### src/rtl/playbus_pkg.sv
// rtl/playbus_pkg.sv - shared types and constants for the PlayBus instruction sequencer
//
// Purpose: state encoding, function-code type and instruction field layout
//          used by playbus_sequencer and its testbench.
// Ports:   none (package).

package playbus_pkg;

  typedef enum logic [2:0] {
    IDLE  = 3'd0,
    FETCH = 3'd1,
    LOAD  = 3'd2,
    EXEC1 = 3'd3,
    EXEC2 = 3'd4,
    HALT  = 3'd5
  } state_t;

  typedef logic [2:0] func_t;

  // Instruction byte layout: [7:5] function code, [4:0] operand.
  localparam int FUNC_MSB = 7;
  localparam int FUNC_LSB = 5;
  localparam int OPND_MSB = 4;

  // Function codes at or above this value need two execute cycles.
  localparam int DEFAULT_LONG_FUNC_MIN = 3;

endpackage

### src/rtl/playbus_sequencer.sv
// rtl/playbus_sequencer.sv - instruction fetch/issue stage feeding the PlayBus level 1 controller
//
// Purpose: fetches 8-bit instructions from a synchronous program ROM, latches
//          them in an instruction register and holds func/operand for the one
//          or two cycles the controller needs to execute the function.
// Ports:
//   clk        in   system clock, rising edge
//   n_reset    in   asynchronous active-low reset
//   run        in   1 allows fetching; 0 pauses at the next fetch boundary
//   instr_data in   ROM read data, valid one cycle after rom_addr
//   rom_addr   out  program ROM address (program counter)
//   func       out  function code to controller (IR[7:5])
//   operand    out  operand field (IR[4:0])
//   exec       out  high while func is being executed
//   halted     out  high once a non-wrapping program has finished

module playbus_sequencer
  import playbus_pkg::*;
#(
  parameter int PC_W          = 5,
  parameter int WRAP          = 1,
  parameter int LONG_FUNC_MIN = DEFAULT_LONG_FUNC_MIN
) (
  input  logic            clk,
  input  logic            n_reset,
  input  logic            run,
  input  logic [7:0]      instr_data,
  output logic [PC_W-1:0] rom_addr,
  output logic [2:0]      func,
  output logic [4:0]      operand,
  output logic            exec,
  output logic            halted
);

  localparam func_t           LONG_MIN = func_t'(LONG_FUNC_MIN);
  localparam logic [PC_W-1:0] PC_MAX   = {PC_W{1'b1}};
  localparam logic            WRAP_EN  = (WRAP != 0);

  state_t          state;
  state_t          state_next;
  logic [PC_W-1:0] pc;
  logic [7:0]      ir;
  // Set when the final address of a non-wrapping program has been loaded;
  // the PC is left pointing at that address so it stays frozen in HALT.
  logic            last;
  logic            is_long;
  state_t          exit_state;

  // func/operand come straight from IR, so they only move when IR is loaded
  // on the LOAD->EXEC1 edge and stay stable across a long function.
  assign func     = ir[FUNC_MSB:FUNC_LSB];
  assign operand  = ir[OPND_MSB:0];
  assign rom_addr = pc;
  assign is_long  = (func >= LONG_MIN);

  always_ff @(posedge clk or negedge n_reset) begin
    if (!n_reset) begin
      state <= IDLE;
      pc    <= '0;
      ir    <= 8'h00;
      last  <= 1'b0;
    end else begin
      state <= state_next;
      if (state == LOAD) begin
        ir <= instr_data;
        if (!WRAP_EN && (pc == PC_MAX)) begin
          last <= 1'b1;
        end else begin
          pc <= pc + PC_W'(1);
        end
      end
    end
  end

  always_comb begin
    state_next = state;
    exec       = 1'b0;
    halted     = 1'b0;

    // Common exit once an instruction has finished executing.
    if (last) begin
      exit_state = HALT;
    end else if (run) begin
      exit_state = FETCH;
    end else begin
      exit_state = IDLE;
    end

    unique case (state)
      IDLE: begin
        if (run) begin
          state_next = FETCH;
        end
      end
      FETCH: begin
        state_next = LOAD;
      end
      LOAD: begin
        state_next = EXEC1;
      end
      EXEC1: begin
        exec       = 1'b1;
        state_next = is_long ? EXEC2 : exit_state;
      end
      EXEC2: begin
        exec       = 1'b1;
        state_next = exit_state;
      end
      HALT: begin
        halted     = 1'b1;
      end
      default: begin
        state_next = IDLE;
      end
    endcase
  end

endmodule

### config.mk
export PLATFORM = sky130hd
export DESIGN_NAME = playbus_sequencer
export DESIGN_NICKNAME = d
export VERILOG_FILES = /design/src/rtl/playbus_pkg.sv /design/src/rtl/playbus_sequencer.sv
export SDC_FILE = /design/constraint.sdc
export NUM_CORES = 1
export LEC_CHECK = 0
export ABC_AREA = 1
export BUFFER_PORTS_ARGS = -buffer_cell sky130_fd_sc_hd__clkbuf_2
export CORE_AREA = 2 2 44 46
export DETAILED_ROUTE_END_ITERATION = 7
export DIE_AREA = 0 0 46 48
export PLACE_DENSITY_LB_ADDON = 0.25
export SKIP_CTS_REPAIR_TIMING = 1
export SLEW_MARGIN = 25
export SYNTH_ARGS = -nofsm -noshare
export SYNTH_HDL_FRONTEND = slang
export SYNTH_SLANG_ARGS = --single-unit
### constraint.sdc
create_clock -name clk -period 1.72 [get_ports clk]
set_input_delay 0.172 -clock clk [delete_from_list [all_inputs] [get_ports clk]]
set_output_delay 0.172 -clock clk [all_outputs]
set_load 0.05 [all_outputs]
==> metrics list, run 1 <==
* Kind of critical path: reg2out
* Antenna violations before repair: 0
- Mean post-synth cell area: 11.5 um2
- Vias per inst: 4.63
* Setup Skew: 0.000544 ns
- The clock passes through at most 2 buffers.
- From bottom edge to top edge, the die measures 48 um.
- Number of max-cap violations: 0
- Subtracting the final worst setup slack from the clock period gives 1.56 ns.
- Worst Path Max Fanout: 6
- Of the synthesized area, sequential elements account for 54.4%.
* Clk sink count: 16
- Post-Route Setup TNS: 0 ns
* Delay of the slowest cell on the worst path: 0.45 ns
* Number of setup violations in the final report: 0
- Before antenna repair, the detailed router went through 4 iterations.
- At the end of routability-driven placement, the weighted congestion stood at 0.686.
- DRT iter0 DRCs: 3
* Total Routing Usage GR: 12.9%
- Top post-synthesis cells by area: dfrtp_1, mux2_4, nand2_1
- After filler insertion, the fill cell instance count of the layout stands at 152.
- The share of synthesized area in the top cell type comes to 54.4%.
* I/O pin total: 26
* Pin count of the biggest net entering global routing: 17
* CP most frequent cell: nand2_1
* Number of global-route vias before repair: 458
* H-tree depth: 1
* Period utilisation layout: 90.4%
- The die is 46 um wide.
- Once detail routing completed, the nets flagged for antenna violations numbered 0.
- Kind of start point of the critical path: register
- The netlist uses 15 different library cells.
* Initial Util: 43.6%
* Hold Fails Final Rpt: 0
* Reg2Reg Launch Point: state[2]$_DFFE_PN0P_
- The floorplan has 15 rows.
* Most used cells in the layout excluding fill and tap cells: clkbuf_2, dfrtp_1, nand2_1
* Congestion Overflow GR: 0
- Full die area: 2210 um2
* Data arrival at the endpoint of the critical path: 1.38 ns
- Number of buffers added by the clock tree synthesis step: 3
- Post-layout net count: 106
- The worst setup path is captured at a primary output.
- Most common library cell in the layout ignoring fill and taps: clkbuf_2
- Half-perimeter wire length of the detailed placement result: 934 um
- Required time of the critical path: 1.55 ns
- Antenna cell count: 0
- Share of cells above drive strength 1: 43.0%
- The routed layout has 509 vias.
* Hold path startpoint: instr_data[6]
- Min-Delay Path Class: in2reg
- Launch point of the critical path: state[1]$_DFFE_PN0P_
- Slew HR: 74.8%
- Post-synthesis net count: 76
- The cell count after synthesis came out at 64.
* CTS Root Buffer Type: clkbuf_4
- Register bit total from synthesis: 16
- Port bufs: 25
- Clock-pin slew was measured on the worst setup and hold paths at 0.09 ns.
- Slowest-stage cell, CP: dfrtp_1
- Maximum clock frequency: 0.643 GHz
- Syn Std Cell Area: 736 um2
- Unrepaired setup endpoints after global routing: no
- Count of unresolved DRC violations after routing: 0
- For this run, the number of Yosys warnings is 1.
* Growth of design area from synthesis to finish: 24.7%
- The final layout contains routed wiring with a total length of 1.16 mm.
- The first global-routing pass estimated 1.99 mm of wire.
- In this run the standard cell core region covers 1690 um2.
- Walking the worst path, the cells encountered are nor2_1, nand2_1, nand2_1, clkbuf_2.
- Max-slew violation total from the final report: 0
* Run status: completed
* Dominant delay contributor by cell family on the critical path: flip-flops
- Average wire length per cell after detail routing: 10.5 um
- For the pin with the worst max-slew slack, the measured transition is 0.378 ns.
- Cell type with the highest aggregate area in the netlist: dfrtp_1
- Clock insertion delay at the later pin of the skew report: 0.27 ns
- Counting both buffers and inverters, the worst setup path holds a total of 1.
* CTS tree: built
per-stage QoR:
step	util, %	hold slack (ns)	std cells	area, um2	worst slack [ns]
floorplan	-	-0.124	64	736	0.373
global placement	51.6	0.108	105	871	0.456
detailed placement	51.6	0.116	105	871	0.430
CTS	53.7	-0.193	109	907	0.156
global route	54.3	0.100	110	917	0.0172
finish	54.3	0.123	110	917	0.165
sequential cells by signal, summed over array words and instances, names as in the netlist:
register,count
rom_addr,5
state,3
ir,8
path summary, 6_finish.rpt:
check / cells past startpoint / slack [ns] / endpoint
setup reg to reg: 3 / 0.42 / ir[4]$_DFFE_PN0P_
hold / removal: 2 / 0.12 / ir[6]$_DFFE_PN0P_
max in group asynchronous: 2 / 1.11 / ir[7]$_DFFE_PN0P_
hold reg to reg: 1 / 0.47 / rom_addr[4]$_DFFE_PN0P_
min in group asynchronous: 2 / 0.34 / rom_addr[2]$_DFFE_PN0P_
setup / recovery: 4 / 0.16 / exec
synthesized netlist by cell type (all sizes together):
master,count
a21oi,1
buf,1
dfrtp,16
ha,1
inv,6
mux2,9
nand2,12
nand3,6
nor2,6
o21ai,2
xnor2,3
xor2,1
kinds of logic after synthesis:
group,share of synthesized area [%]
simple gates,14.6
fa+ha+maj,1.70
buf+inv,4.59
mux,17.9
flops,54.4
xor+xnor,4.76
compound gates,2.04
metal layers:
metal / track usage, % / routed length, um / share of wire (%)
met4: 5.14 / 9 / 0.78
met1: 16.9 / 544 / 47
met5: 0 / 0 / 0
met3: 3.40 / 86 / 7.4
met2: 20.3 / 514 / 45
cell type report:
type,instances,area [um2],share of cell area (%)
repair buffers,26,135,14.7
well taps,17,21.3,2.32
clock buffers,4,36.3,3.96
flip-flops and latches,16,400,43.7
multi-input cells,41,302,32.9
inverters,6,22.5,2.46
worst reg2reg max path, stage by stage (launching register included):
cell,delay [ns]
dfrtp_1,0.46
nor2_4,0.15
nand2_2,0.22
mux2_4,0.37
Power of run 1 is left out: the tool's default activity adds up to more than one toggle a clock period on the data nets, which glitch-free logic cannot reach.
==> inputs of run 2 (changes only) <==
PLACE_DENSITY = 0.7   (was not set)
PLACE_DENSITY_LB_ADDON = not set   (was 0.25)
==> metrics list, run 2 (synthesis results as in run 1) <==
- Run status: completed (unchanged).
* Delay of the slowest cell on the worst path: 0.45 ns (about the same)
- The height of the chip was 48 um (unchanged).
- The transition time at the pin with the least slew margin came to 0.384 ns (was 0.378 ns).
* Antenna violations before repair: 0 (unchanged)
* Detail Route Antenna Nets: 0 (unchanged)
* Slew HR: 74.4% (was 74.8%)
* Number of buffers added by the clock tree synthesis step: 3 (unchanged)
- Required time of the critical path: 1.55 ns (about the same)
* Maximum clock frequency: 0.637 GHz (was 0.643 GHz)
* Initial Util: 43.6% (unchanged)
* Max FFs per register: 8 (unchanged)
- The number of cell rows is 15 (unchanged).
* Min-Delay Path Class: in2reg (unchanged)
- Worst Path Max Fanout: 6 (unchanged)
- Hold Fails Final Rpt: 0 (unchanged)
- The wire length reported by the detailed router is 1.34 mm (was 1.16 mm).
* Filler Cells Inserted: 161 (was 152)
- Clock insertion delay at the later pin of the skew report: 0.29 ns (was 0.27 ns)
- Setup WS post-layout: 0.150 ns (was 0.165 ns)
- Final hold slack: 0.103 ns (was 0.123 ns)
- The CTS tree was built (unchanged).
* Worst slack, placed: 0.429 ns (was 0.430 ns)
* Max-slew violation total from the final report: 0 (unchanged)
* Count of unresolved DRC violations after routing: 0 (unchanged)
- Antenna cell count: 0 (unchanged)
* Longest Clk Path Bufs: 2 (unchanged)
* Clk sink count: 16 (unchanged)
- Kind of critical path: reg2out (unchanged)
- Slowest-stage cell, CP: dfrtp_1 (unchanged)
- The routability-driven placement congestion ratio came to 0.729 (was 0.686).
* Number of global-route vias before repair: 465 (was 458)
* Dominant delay contributor by cell family on the critical path: flip-flops (unchanged)
- Average wire length per cell after detail routing: 12.2 um (was 10.5 um)
- The register with the most flip-flops is ir (unchanged).
- Unrepaired setup endpoints after global routing: no (unchanged)
- The HPWL after detailed placement is 1.04 mm (was 934 um).
- The number of I/O pins was 26 (unchanged).
- Total Routing Usage GR: 14.6% (was 12.9%)
* Most used cells in the layout excluding fill and tap cells: clkbuf_2, dfrtp_1, nand2_1 (unchanged)
* Congestion Overflow GR: 0 (unchanged)
* Cell chain of the critical path: nor2_1, nand2_1, nand2_1, clkbuf_2 (unchanged)
- The global-route wire length before repair was 2.13 mm (was 1.99 mm).
- The number of max-cap violations is 0 (unchanged).
* Clock-pin transition on the worst setup and hold timing paths: 0.09 ns (about the same)
- Growth of design area from synthesis to finish: 24.7% (unchanged)
- Number of iterations in the first detailed-routing pass: 4 (unchanged)
* Critical path capture point type: primary output (unchanged)
- Post-Route Setup TNS: 0 ns (unchanged)
- Full die area: 2210 um2 (unchanged)
- The total of endpoints with negative setup slack in the final report was 0 (unchanged).
- CTS Root Buffer Type: clkbuf_4 (unchanged)
- Most common library cell in the layout ignoring fill and taps: clkbuf_2 (unchanged)
* Total number of vias: 522 (was 509)
- Share of cells above drive strength 1: 43.0% (unchanged)
* Vias per inst: 4.75 (was 4.63)
* CP most frequent cell: nand2_1 (unchanged)
* Port bufs: 25 (unchanged)
- The final critical-path required period came to 1.57 ns (was 1.56 ns).
- The number of levels in the clock H-tree came to 1 (unchanged).
* Setup Skew: 0.00667 ns (was 0.000544 ns)
- Pin count of the biggest net entering global routing: 17 (unchanged)
* Period utilisation layout: 91.3% (was 90.4%)
* Data arrival at the endpoint of the critical path: 1.40 ns (was 1.38 ns)
- The core occupancy in the finished layout was 54.3% (unchanged).
- Kind of start point of the critical path: register (unchanged)
* Buffers & Inverters on Critical Path: 1 (unchanged)
* Standard cell core area: 1690 um2 (unchanged)
- The die width is 46 um (unchanged).
* Post-layout net count: 106 (unchanged)
* DRT iter0 DRCs: 10 (was 3)
-- run 2: cell counts in the layout (fill, tap and decap cells not counted) --
No cell type changed its count.
-- run 2: worst register-to-register path, stage by stage, from the launching register on --
cell	delay (ns)
dfrtp_1	0.46
nor2_4	0.14
nand2_2	0.22
mux2_4	0.37
-- run 2: final timing paths --
path | slack (ns) | to | start | cells past startpoint
min in group asynchronous | 0.33 | ir[3]$_DFFE_PN0P_ | n_reset | 2
max reg2reg | 0.43 | ir[5]$_DFFE_PN0P_ | state[2]$_DFFE_PN0P_ | 3
min | 0.10 | ir[0]$_DFFE_PN0P_ | instr_data[0] | 2
max in group asynchronous | 1.11 | state[0]$_DFFE_PN0P_ | n_reset | 2
min reg2reg | 0.47 | rom_addr[4]$_DFFE_PN0P_ | rom_addr[4]$_DFFE_PN0P_ | 1
max | 0.15 | exec | state[1]$_DFFE_PN0P_ | 4
-- run 2: metrics by stage --
| step | instances | instance area, um2 |
|---|---|---|
| 2_1_floorplan | 64 | 736 |
| 4_1_cts | 109 | 907 |
| 3_5_place_dp | 105 | 871 |
| 5_1_grt | 110 | 917 |
| 3_3_place_gp | 105 | 871 |
| 6_report | 110 | 917 |
-- run 2: cell type report --
| cell class | instances | area [um2] | share of cell area [%] |
|---|---|---|---|
| clock buffer | 4 | 36.3 | 3.96 |
| inverter | 6 | 22.5 | 2.46 |
| multi-input combinational | 41 | 302 | 32.9 |
| sequential | 16 | 400 | 43.7 |
| tap | 17 | 21.3 | 2.32 |
| timing repair buffer | 26 | 135 | 14.7 |
-- run 2: layer usage --
| layer | vias up | GRT usage [%] | wire, um |
|---|---|---|---|
| li1 | 263 | - | - |
| met1 | 238 | 17.7 | 596 |
| met2 | 17 | 23.1 | 649 |
| met3 | 4 | 4.53 | 63 |
| met4 | 0 | 8.57 | 35 |
| met5 | - | 0 | 0 |
Power of run 2 is left out for the same reason.
